--- src/rtl/slice_pkg.sv ---
// Constants and state encoding shared by the column scheduler, the slice
// datapath and the cos lookup table.
package slice_pkg;

    localparam int NUM_COLS    = 160;
    localparam int ANGLE_STEPS = 960;
    localparam int ANGLE_W     = 10;
    localparam int POS_W       = 13;
    localparam int TIMEOUT     = 4095;

    localparam int COL_W  = 8;
    localparam int BETA_W = 9;

    localparam logic [2:0] ST_IDLE  = 3'd0;
    localparam logic [2:0] ST_LATCH = 3'd1;
    localparam logic [2:0] ST_ISSUE = 3'd2;
    localparam logic [2:0] ST_WAIT  = 3'd3;
    localparam logic [2:0] ST_DONE  = 3'd4;

    typedef enum logic [2:0] {
        S_IDLE  = ST_IDLE,
        S_LATCH = ST_LATCH,
        S_ISSUE = ST_ISSUE,
        S_WAIT  = ST_WAIT,
        S_DONE  = ST_DONE
    } sched_state_t;

    // Ray angle relative to screen centre: column index minus half the width.
    function automatic logic signed [BETA_W-1:0] col_to_beta(
        input logic [COL_W-1:0] c,
        input int               ncols
    );
        return $signed({1'b0, c}) - BETA_W'(ncols / 2);
    endfunction

endpackage

--- src/rtl/angle_wrap_add.sv ---
// Combinational (a + signed b) mod ANGLE_STEPS for |b| < ANGLE_STEPS.
// Shared with the datapath ray-angle logic.
module angle_wrap_add #(
    parameter int ANGLE_W     = slice_pkg::ANGLE_W,
    parameter int ANGLE_STEPS = slice_pkg::ANGLE_STEPS,
    parameter int B_W         = slice_pkg::BETA_W
) (
    input  logic [ANGLE_W-1:0]    a,
    input  logic signed [B_W-1:0] b,
    output logic [ANGLE_W-1:0]    sum
);

    localparam int SW = ANGLE_W + 2;
    localparam logic signed [SW-1:0] STEPS = SW'(ANGLE_STEPS);

    logic signed [SW-1:0] raw;
    logic signed [SW-1:0] adj;

    // Two guard bits keep the raw sum in range; one correction suffices.
    always_comb begin
        raw = $signed({2'b00, a}) + SW'(b);
        adj = '0;
        if (raw[SW-1]) begin
            adj = STEPS;
        end else if (raw >= STEPS) begin
            adj = -STEPS;
        end
        sum = ANGLE_W'(raw + adj);
    end

endmodule

--- src/rtl/slice_column_scheduler.sv ---
// Frame sequencer: snapshots the pose, then launches one slice per column left
// to right, waiting for each done pulse or a per-column timeout.
module slice_column_scheduler #(
    parameter int NUM_COLS    = slice_pkg::NUM_COLS,
    parameter int ANGLE_STEPS = slice_pkg::ANGLE_STEPS,
    parameter int ANGLE_W     = slice_pkg::ANGLE_W,
    parameter int POS_W       = slice_pkg::POS_W,
    parameter int TIMEOUT     = slice_pkg::TIMEOUT
) (
    input  logic                    clock,
    input  logic                    resetn,
    input  logic                    frame_start,
    input  logic                    abort,
    input  logic signed [POS_W-1:0] player_x,
    input  logic signed [POS_W-1:0] player_y,
    input  logic [ANGLE_W-1:0]      player_angle,
    output logic                    slice_start,
    input  logic                    slice_done,
    output logic [7:0]              col,
    output logic signed [8:0]       beta,
    output logic [ANGLE_W-1:0]      alpha,
    output logic signed [POS_W-1:0] snap_x,
    output logic signed [POS_W-1:0] snap_y,
    output logic                    busy,
    output logic                    frame_done,
    output logic                    aborted,
    output logic                    err_timeout,
    output logic [2:0]              dbg_state
);

    import slice_pkg::*;

    localparam int                     CNT_W    = $clog2(TIMEOUT + 1);
    localparam logic [CNT_W-1:0]       CNT_LAST = CNT_W'(TIMEOUT - 1);
    localparam logic [7:0]             COL_LAST = 8'(NUM_COLS - 1);
    localparam logic signed [8:0]      BETA_RST = col_to_beta(8'd0, NUM_COLS);

    sched_state_t         state;
    logic [CNT_W-1:0]     wait_cnt;
    logic [ANGLE_W-1:0]   angle_snap;
    logic [7:0]           col_next;
    logic signed [8:0]    beta_next;
    logic [ANGLE_W-1:0]   angle_base;
    logic [ANGLE_W-1:0]   alpha_next;
    logic                 timeout_hit;
    logic                 last_col;

    // Handshake: slice_start is a one-cycle launch; the datapath answers with a
    // one-cycle slice_done, accepted only in WAIT. No backpressure either way.
    always_comb begin
        col_next    = (state == S_LATCH) ? 8'd0 : col + 8'd1;
        beta_next   = col_to_beta(col_next, NUM_COLS);
        angle_base  = (state == S_LATCH) ? player_angle : angle_snap;
        timeout_hit = (wait_cnt == CNT_LAST);
        last_col    = (col == COL_LAST);
    end

    angle_wrap_add #(
        .ANGLE_W    (ANGLE_W),
        .ANGLE_STEPS(ANGLE_STEPS),
        .B_W        (9)
    ) u_wrap (
        .a  (angle_base),
        .b  (beta_next),
        .sum(alpha_next)
    );

    always_ff @(posedge clock or negedge resetn) begin
        if (!resetn) begin
            state       <= S_IDLE;
            col         <= '0;
            beta        <= BETA_RST;
            alpha       <= '0;
            snap_x      <= '0;
            snap_y      <= '0;
            angle_snap  <= '0;
            wait_cnt    <= '0;
            slice_start <= 1'b0;
            frame_done  <= 1'b0;
            aborted     <= 1'b0;
            busy        <= 1'b0;
            err_timeout <= 1'b0;
        end else begin
            slice_start <= 1'b0;
            frame_done  <= 1'b0;
            aborted     <= 1'b0;
            if (state != S_IDLE && abort) begin
                state   <= S_IDLE;
                busy    <= 1'b0;
                aborted <= 1'b1;
            end else begin
                case (state)
                    S_IDLE: begin
                        if (frame_start) begin
                            state       <= S_LATCH;
                            busy        <= 1'b1;
                            err_timeout <= 1'b0;
                        end
                    end
                    S_LATCH: begin
                        snap_x      <= player_x;
                        snap_y      <= player_y;
                        angle_snap  <= player_angle;
                        col         <= col_next;
                        beta        <= beta_next;
                        alpha       <= alpha_next;
                        slice_start <= 1'b1;
                        state       <= S_ISSUE;
                    end
                    S_ISSUE: begin
                        wait_cnt <= '0;
                        state    <= S_WAIT;
                    end
                    S_WAIT: begin
                        // A done arriving in the last allowed cycle still counts.
                        if (slice_done || timeout_hit) begin
                            if (!slice_done) begin
                                err_timeout <= 1'b1;
                            end
                            if (last_col) begin
                                frame_done <= 1'b1;
                                state      <= S_DONE;
                            end else begin
                                col         <= col_next;
                                beta        <= beta_next;
                                alpha       <= alpha_next;
                                slice_start <= 1'b1;
                                state       <= S_ISSUE;
                            end
                        end else begin
                            wait_cnt <= wait_cnt + 1'b1;
                        end
                    end
                    S_DONE: begin
                        busy  <= 1'b0;
                        state <= S_IDLE;
                    end
                    default: begin
                        busy  <= 1'b0;
                        state <= S_IDLE;
                    end
                endcase
            end
        end
    end

    assign dbg_state = state;

endmodule

--- config.mk ---
export PLATFORM = sky130hd
export DESIGN_NAME = slice_column_scheduler
export DESIGN_NICKNAME = d
export VERILOG_FILES = /design/src/rtl/slice_pkg.sv /design/src/rtl/angle_wrap_add.sv /design/src/rtl/slice_column_scheduler.sv
export SDC_FILE = /design/constraint.sdc
export NUM_CORES = 1
export LEC_CHECK = 0
export ABC_AREA = 1
export CAP_MARGIN = 20
export CORE_MARGIN = 5
export CORE_UTILIZATION = 56
export CTS_BUF_LIST = sky130_fd_sc_hd__clkbuf_4
export DETAILED_ROUTE_END_ITERATION = 8
export GPL_ROUTABILITY_DRIVEN = 1
export PLACE_DENSITY_LB_ADDON = 0.12
export SLEW_MARGIN = 20
export SYNTH_ARGS = -nofsm -noshare
export SYNTH_HDL_FRONTEND = slang
export SYNTH_SLANG_ARGS = --single-unit
--- constraint.sdc ---
create_clock -name clock -period 9.3 [get_ports clock]
set_input_delay 1.86 -clock clock [delete_from_list [all_inputs] [get_ports clock]]
set_output_delay 1.86 -clock clock [all_outputs]
set_load 0.03 [all_outputs]
* After elaboration in Yosys (flattened, before gate mapping)
Index checks and enable logic that the tools add are counted.
** Operators by class
- Equality and inequality tests :: 13
- Muxes and demuxes :: 36
- Magnitude comparators :: 1
- Bitwise operators :: 1
- Reductions and logical operators :: 14
- Add/subtract/negate cells :: 5
** Operator list (number)
- $mux 10 :: 4
- $mux 8 :: 3
- $pmux 12 s2 :: 1
- $pmux 10 s2 :: 1
- $mux 9 :: 2
- $pmux 9 s2 :: 1
- $pmux 8 s2 :: 1
- $mux 1 :: 13
- $add 11x9->12 :: 1
- $add 12x1->12 const B :: 1
- $eq 12x12->1 const B :: 1
- $ge 12x11->1 const B :: 1
- $mux 12 :: 1
- $mux 3 :: 4
- $pmux 3 s4 :: 1
- $add 10x10->10 :: 1
- $ne 2x2->1 const B :: 5
- $sub 8x7->9 const B :: 1
- $add 8x1->8 const B :: 1
- $eq 8x8->1 const B :: 1
- $mux 7 :: 1
- $eq 3x2->1 const B :: 2
- $ne 3x3->1 const B :: 2
- $pmux 1 s2 :: 3
- other kinds (13) :: 17
** Word-level totals
- Flip-flop bits (word level) :: 83
- Bits of input ports :: 41

* Longest topological paths before layout
- Depth in word-level cells :: 11
- Mapped depth :: 28
- Depth with buffers taken out :: 28

* Modules after synthesis
Synthesis repeated with hierarchy kept, for this count alone.
** Second synthesis, totals
- Cells, all modules :: 555
- Area total of the unflattened synthesis :: 4591.9 sq um
** By module, submodules not included
- slice_column_scheduler :: area an instance 3778.6 sq um, sequential area each 1981.9 sq um, cells each 423, times used 1
- angle_wrap_add :: area an instance 813.3 sq um, sequential area each 0.0 sq um, cells each 132, times used 1

* Worst setup path before layout
No wires, ideal clock.
- Kind :: input to register
- Start point :: in player_angle[1]
- End point :: reg alpha[8]
- Setup slack :: 5164 ps
- Arrival :: 4013 ps
- Cell stages on the path :: 17
- Data required time :: 9177 ps
- Cells stage by stage :: o21ai_0 inv_1 ha_1 nand2_1 inv_1 nand2_1 nand2_1 nand2_1 inv_1 nor2_1 nand2_1 o21ai_0 nand2_1 ha_1 fa_1 xnor2_1 o21ai_1
** Between the ends
- Longest elaborated chain between the ends :: 9
** RTL lines
- from (decl) :: RTL line slice_column_scheduler.sv:16 : input logic [ANGLE_W-1:0] player_angle,
- $mux 10 *
- net angle_base[1] :: RTL line slice_column_scheduler.sv:43 : logic [ANGLE_W-1:0] angle_base;
- $add 11x9->12 * :: RTL line angle_wrap_add.sv:21 : raw = $signed({2'b00, a}) + SW'(b);
- $ge 12x11->1 :: RTL line angle_wrap_add.sv:25 : end else if (raw >= STEPS) begin
- $mux 7 :: RTL line angle_wrap_add.sv:25
- $mux 10 :: RTL line angle_wrap_add.sv:23 : if (raw[SW-1]) begin
- $add 10x10->10 * :: RTL line angle_wrap_add.sv:28 : sum = ANGLE_W'(raw + adj);
- $mux 10 :: RTL line slice_column_scheduler.sv:120 : if (last_col) begin
- $mux 10 :: RTL line slice_column_scheduler.sv:116 : if (slice_done || timeout_hit) begin
- $pmux 10 s2 * :: RTL line slice_column_scheduler.sv:92 : case (state)
- to (signal assigned) :: RTL line slice_column_scheduler.sv:106 : alpha <= alpha_next;
- to (signal assigned) :: RTL line slice_column_scheduler.sv:126 : alpha <= alpha_next;
- to (decl) :: RTL line slice_column_scheduler.sv:21 : output logic [ANGLE_W-1:0] alpha,
Mark *: on every way through the listed nets, which the timed path passes. The rest lies on a longest branch. The select of a mux whose other input is x is not followed.
A chain may end at the register's enable or synchronous reset.

* Worst setup path after layout
- Start point :: reg col[0]
- End point :: reg alpha[7]
** Between the ends
- Longest elaborated chain between the ends :: 11
- Elaborated cells between the ends (all ways) :: 14
- Classes of those cells :: add/sub (4); order compare (1); eq/ne (2); mux (6); reduce/logical (1)
** RTL lines
- from (decl) :: RTL line slice_column_scheduler.sv:19 : output logic [7:0] col,
- from (signal assigned) :: RTL line slice_column_scheduler.sv:104 : col <= col_next;
- from (signal assigned) :: RTL line slice_column_scheduler.sv:124 : col <= col_next;
- $add 8x1->8 * :: RTL line slice_column_scheduler.sv:51 : col_next = (state == S_LATCH) ? 8'd0 : col + 8'd1;
- $mux 8 * :: RTL line slice_column_scheduler.sv:51
- $sub 8x7->9 * :: RTL line slice_pkg.sv:33 : return $signed({1'b0, c}) - BETA_W'(ncols / 2);
- net beta_next[4] :: RTL line slice_column_scheduler.sv:42 : logic signed [8:0] beta_next;
- $add 11x9->12 * :: RTL line angle_wrap_add.sv:21
- $ge 12x11->1 :: RTL line angle_wrap_add.sv:25
- $mux 7 :: RTL line angle_wrap_add.sv:25
- $mux 10 :: RTL line angle_wrap_add.sv:23
- $add 10x10->10 * :: RTL line angle_wrap_add.sv:28
- net alpha_next[7] :: RTL line slice_column_scheduler.sv:44 : logic [ANGLE_W-1:0] alpha_next;
- $mux 10 :: RTL line slice_column_scheduler.sv:120
- $mux 10 :: RTL line slice_column_scheduler.sv:116
- $pmux 10 s2 * :: RTL line slice_column_scheduler.sv:92
Marked as above.

==> run_summary.xml <==
<?xml version="1.0" encoding="UTF-8"?>
<metrics>
  <group name="routing">
    <metric name="drc" unit="">0</metric>
    <metric name="drt_pre_antenna_iters" unit="">4</metric>
    <metric name="wire_per_inst" unit="um">13.9</metric>
    <metric name="routed_via_density" unit="">5.14</metric>
    <metric name="num_vias" unit="">3673</metric>
    <metric name="postRouteWirelength" unit="um">9940</metric>
    <metric name="drt-initial-drc-count" unit="">167</metric>
    <metric name="detail-route-antenna-nets" unit="">0</metric>
  </group>
  <group name="placed_design">
    <metric name="post_placement_cell_area" unit="um2">5440</metric>
    <metric name="dp_slack" unit="ns">4.44</metric>
    <metric name="detailed_place_hpwl" unit="um">7700</metric>
    <metric name="place_congestion" unit="">0.884</metric>
    <metric name="port_buffers" unit="">101</metric>
  </group>
  <group name="clocking">
    <metric name="cts_num_sinks" unit="">79</metric>
    <metric name="ctsLongestPathBuffers" unit="">2</metric>
    <metric name="cts-root-buf" unit="">clkbuf_4</metric>
    <metric name="cts_buffers" unit="">9</metric>
    <metric name="reg_clk_slew_reported_paths" unit="ns">0.14</metric>
    <metric name="cts_htree_levels" unit="">3</metric>
    <metric name="cts_tree" unit="">done</metric>
    <metric name="cts_setup_buffers" unit="">0</metric>
    <metric name="post_cts.resized_instances" unit="">0</metric>
    <metric name="clk-insertion-delay-late" unit="ns">0.45</metric>
    <metric name="cts-hold-fix-buffers" unit="">0</metric>
  </group>
  <group name="critical_path">
    <metric name="r2r_setup_slack" unit="ns">4.77</metric>
    <metric name="setup.worst_path.class" unit="">reg2reg</metric>
    <metric name="start_kind" unit="">flop</metric>
    <metric name="critical_path.startpoint" unit="">col[0]$_DFFE_PN0P_</metric>
    <metric name="worst_r2r_startpoint" unit="">col[0]$_DFFE_PN0P_</metric>
    <metric name="critical_path.max_fanout" unit="">6</metric>
    <metric name="critPathArrivalTime" unit="ns">4.87</metric>
    <metric name="endpoint_type_of_the_worst_setup_path" unit="">flop</metric>
    <metric name="cp_data_required_time" unit="ns">9.63</metric>
  </group>
  <group name="floorplanning">
    <metric name="placement_rows" unit="">32</metric>
    <metric name="die_area" unit="um2">9750</metric>
    <metric name="design.core.area" unit="um2">7690</metric>
    <metric name="die_w" unit="um">98.7</metric>
    <metric name="ios" unit="">102</metric>
    <metric name="fp.dieH" unit="um">98.7</metric>
    <metric name="initial_cell_density_of_the_core" unit="">0.574</metric>
  </group>
  <group name="power">
    <metric name="peakVddDrop" unit="V">0.000470</metric>
    <metric name="power-per-cell-area" unit="nW/um2">434</metric>
    <metric name="leakage" unit="uW">0.00258</metric>
  </group>
  <group name="logic_synthesis">
    <metric name="ffs_w_async_s_r_synth" unit="">1.00</metric>
    <metric name="synth_adder_area_share" unit="">0.0602</metric>
    <metric name="synth_xor_area_frac" unit="">0.0278</metric>
    <metric name="ys.flop_type" unit="">dfrtp_1</metric>
    <metric name="synth.top_cells.by_area" unit="">dfrtp_1, nand2_1, mux2_2</metric>
    <metric name="synth_simple_gate_area_share" unit="">0.209</metric>
    <metric name="synth.yosys.seq_area_share" unit="">0.449</metric>
    <metric name="synth_cell_types" unit="">37</metric>
    <metric name="register_bit_total_from_synthesis" unit="">79</metric>
    <metric name="synthesized_area_per_cell" unit="um2">8.66</metric>
    <metric name="syn_nets" unit="">570</metric>
    <metric name="synthesis.yosys.warnings" unit="">0</metric>
    <metric name="synth-edff-count" unit="">0</metric>
    <metric name="area_leader_netlist" unit="">dfrtp_1</metric>
    <metric name="synth_area" unit="um2">4410</metric>
    <metric name="fraction_of_synthesized_area_in_multiplexers" unit="">0.0664</metric>
    <metric name="synth_compound_area_frac" unit="">0.107</metric>
    <metric name="synth_largest_type_area_fraction" unit="">0.426</metric>
    <metric name="syn_inst" unit="">509</metric>
    <metric name="dominant_combinational_cell_family_by_area_after_synthesis" unit="">simple AND/OR/NAND/NOR gates</metric>
  </group>
  <group name="cells_and_area">
    <metric name="mostFrequentLayoutCell" unit="">nand2_1</metric>
    <metric name="fillerInstances" unit="">594</metric>
    <metric name="post-route-cell-area" unit="um2">5600</metric>
    <metric name="area_growth_synth_to_finish" unit="%">26.9</metric>
    <metric name="post_route_cells_drive_above_1_share" unit="">0.127</metric>
    <metric name="layout_common_cells" unit="">nand2_1, clkdlybuf4s50_1, dfrtp_1</metric>
    <metric name="antennaDiodeCount" unit="">0</metric>
    <metric name="finish.net_count" unit="">669</metric>
  </group>
  <group name="global_routing">
    <metric name="antenna_found_initial" unit="">0</metric>
    <metric name="grt_first_pass_wirelength" unit="um">17100</metric>
    <metric name="globalRouteOverflowTotal" unit="">0</metric>
    <metric name="grt_usage" unit="">0.217</metric>
    <metric name="maximum_number_of_pins_on_one_net_before_global_route_repair" unit="">80</metric>
    <metric name="grt_pass1_vias" unit="">3667</metric>
  </group>
  <group name="sta">
    <metric name="final-hold-violation-count" unit="">0</metric>
    <metric name="max_freq" unit="MHz">221</metric>
    <metric name="relative_slew_margins" unit="">0.431</metric>
    <metric name="timing.final.setup_violations" unit="">0</metric>
    <metric name="postLayoutSetupSlackWorst" unit="ns">4.77</metric>
    <metric name="drv_slew" unit="">0</metric>
    <metric name="tightest_pin_transition" unit="ns">0.845</metric>
    <metric name="fin_setup_tns" unit="ns">0</metric>
    <metric name="timing.final.crit_share" unit="">0.488</metric>
    <metric name="finalCriticalPeriod" unit="ns">4.53</metric>
    <metric name="rsz0062_at_grt" unit="">no</metric>
    <metric name="clock_skew" unit="ns">0.0259</metric>
  </group>
  <group name="worst_hold_path">
    <metric name="min_path_type" unit="">reg2reg</metric>
    <metric name="worstHoldStart" unit="">beta[4]$_DFFE_PN1P_</metric>
  </group>
  <group name="status">
    <metric name="status" unit="">completed</metric>
  </group>
  <group name="job">
    <metric name="timing.max_cap.violations" unit="">0</metric>
  </group>
</metrics>
==> state kept, by name, summed over array words and instances, names as in the netlist, 3 cells and up <==
name        cells
snap_x         13
snap_y         13
wait_cnt       12
alpha          10
angle_snap     10
col             8
beta            5
dbg_state       3
==> synth_stat cells (5+ instances only) <==
master,n
o21ai_1,9
inv_1,59
mux2_2,26
nand2_1,137
dfrtp_1,75
nor2_1,24
nand4_1,6
buf_2,5
ha_1,18
o31ai_1,6
o21ai_2,8
o21ai_0,30
a21oi_1,15
nand3_1,25
xor2_1,10
nor3_1,6
==> per-layer routing <==
layer	vias up	track usage	routed length (um)
met5	-	0	0
met4	0	0.0609	142
met3	14	0.0531	466
met2	85	0.375	5000
met1	1720	0.270	4320
li1	1854	-	-
==> final timing paths <==
check | end | depth (start not counted)
setup / recovery | alpha[7]$_DFFE_PN0P_ | 23
hold / removal | beta[4]$_DFFE_PN1P_ | 2
setup reg to reg | alpha[7]$_DFFE_PN0P_ | 23
hold reg to reg | beta[4]$_DFFE_PN1P_ | 2
max in group asynchronous | beta[5]$_DFFE_PN1P_ | 2
min in group asynchronous | wait_cnt[9]$_DFFE_PN0P_ | 1
==> cell families after synthesis <==
family | count (synthesis)
multiplexers | 26
AO/OA/AOI/OAI | 78
adder cells (fa/ha/maj) | 20
buffers and inverters | 79
XOR/XNOR | 14
flip-flops | 79
AND/OR/NAND/NOR | 213
==> per-stage QoR <==
stage / power, uW / util / cells / hold WS [ns]
2_1_floorplan: 1770 / - / 509 / 0.446
3_3_place_gp: 2190 / 0.708 / 698 / 0.453
3_5_place_dp: 2250 / 0.708 / 698 / 0.462
4_1_cts: 2450 / 0.724 / 714 / 0.495
5_1_grt: 2670 / 0.728 / 715 / 0.512
6_report: 2430 / 0.728 / 715 / 0.493
==> critical path: stages, from the launching register on <==
cell and delay (ns):
dfrtp_1 0.50, ha_1 0.25, nand2_1 0.13, nor2_1 0.06
o21ai_0 0.66, ha_1 0.28, inv_1 0.04, nand3_1 0.16
nand2_2 0.12, inv_1 0.15, ha_1 0.30, nand2_1 0.12
inv_1 0.06, a21oi_1 0.26, nand3_1 0.14, nand2_1 0.08
nand2_1 0.08, nor3_1 0.19, nand2_1 0.06, nand2_1 0.06
ha_1 0.18, fa_1 0.42, nand2_1 0.08, nand2_1 0.05
==> power by group <==
| part | switching (uW) | total (uW) | internal, uW |
|---|---|---|---|
| clock network | 135 | 194 | 59.4 |
| logic | 997 | 1650 | 651 |
| registers | 88.5 | 585 | 497 |
==> cell type report <==
class,instances,area (um2),area share
multi-input combinational,351,2070,0.371
sequential,79,1980,0.354
clock inverter,7,60.1,0.0107
clock buffer,9,67.6,0.0121
tap,102,128,0.0228
inverter,65,249,0.0445
timing repair buffer,102,1040,0.185
Note: power is estimated with default switching activity, not from simulation.
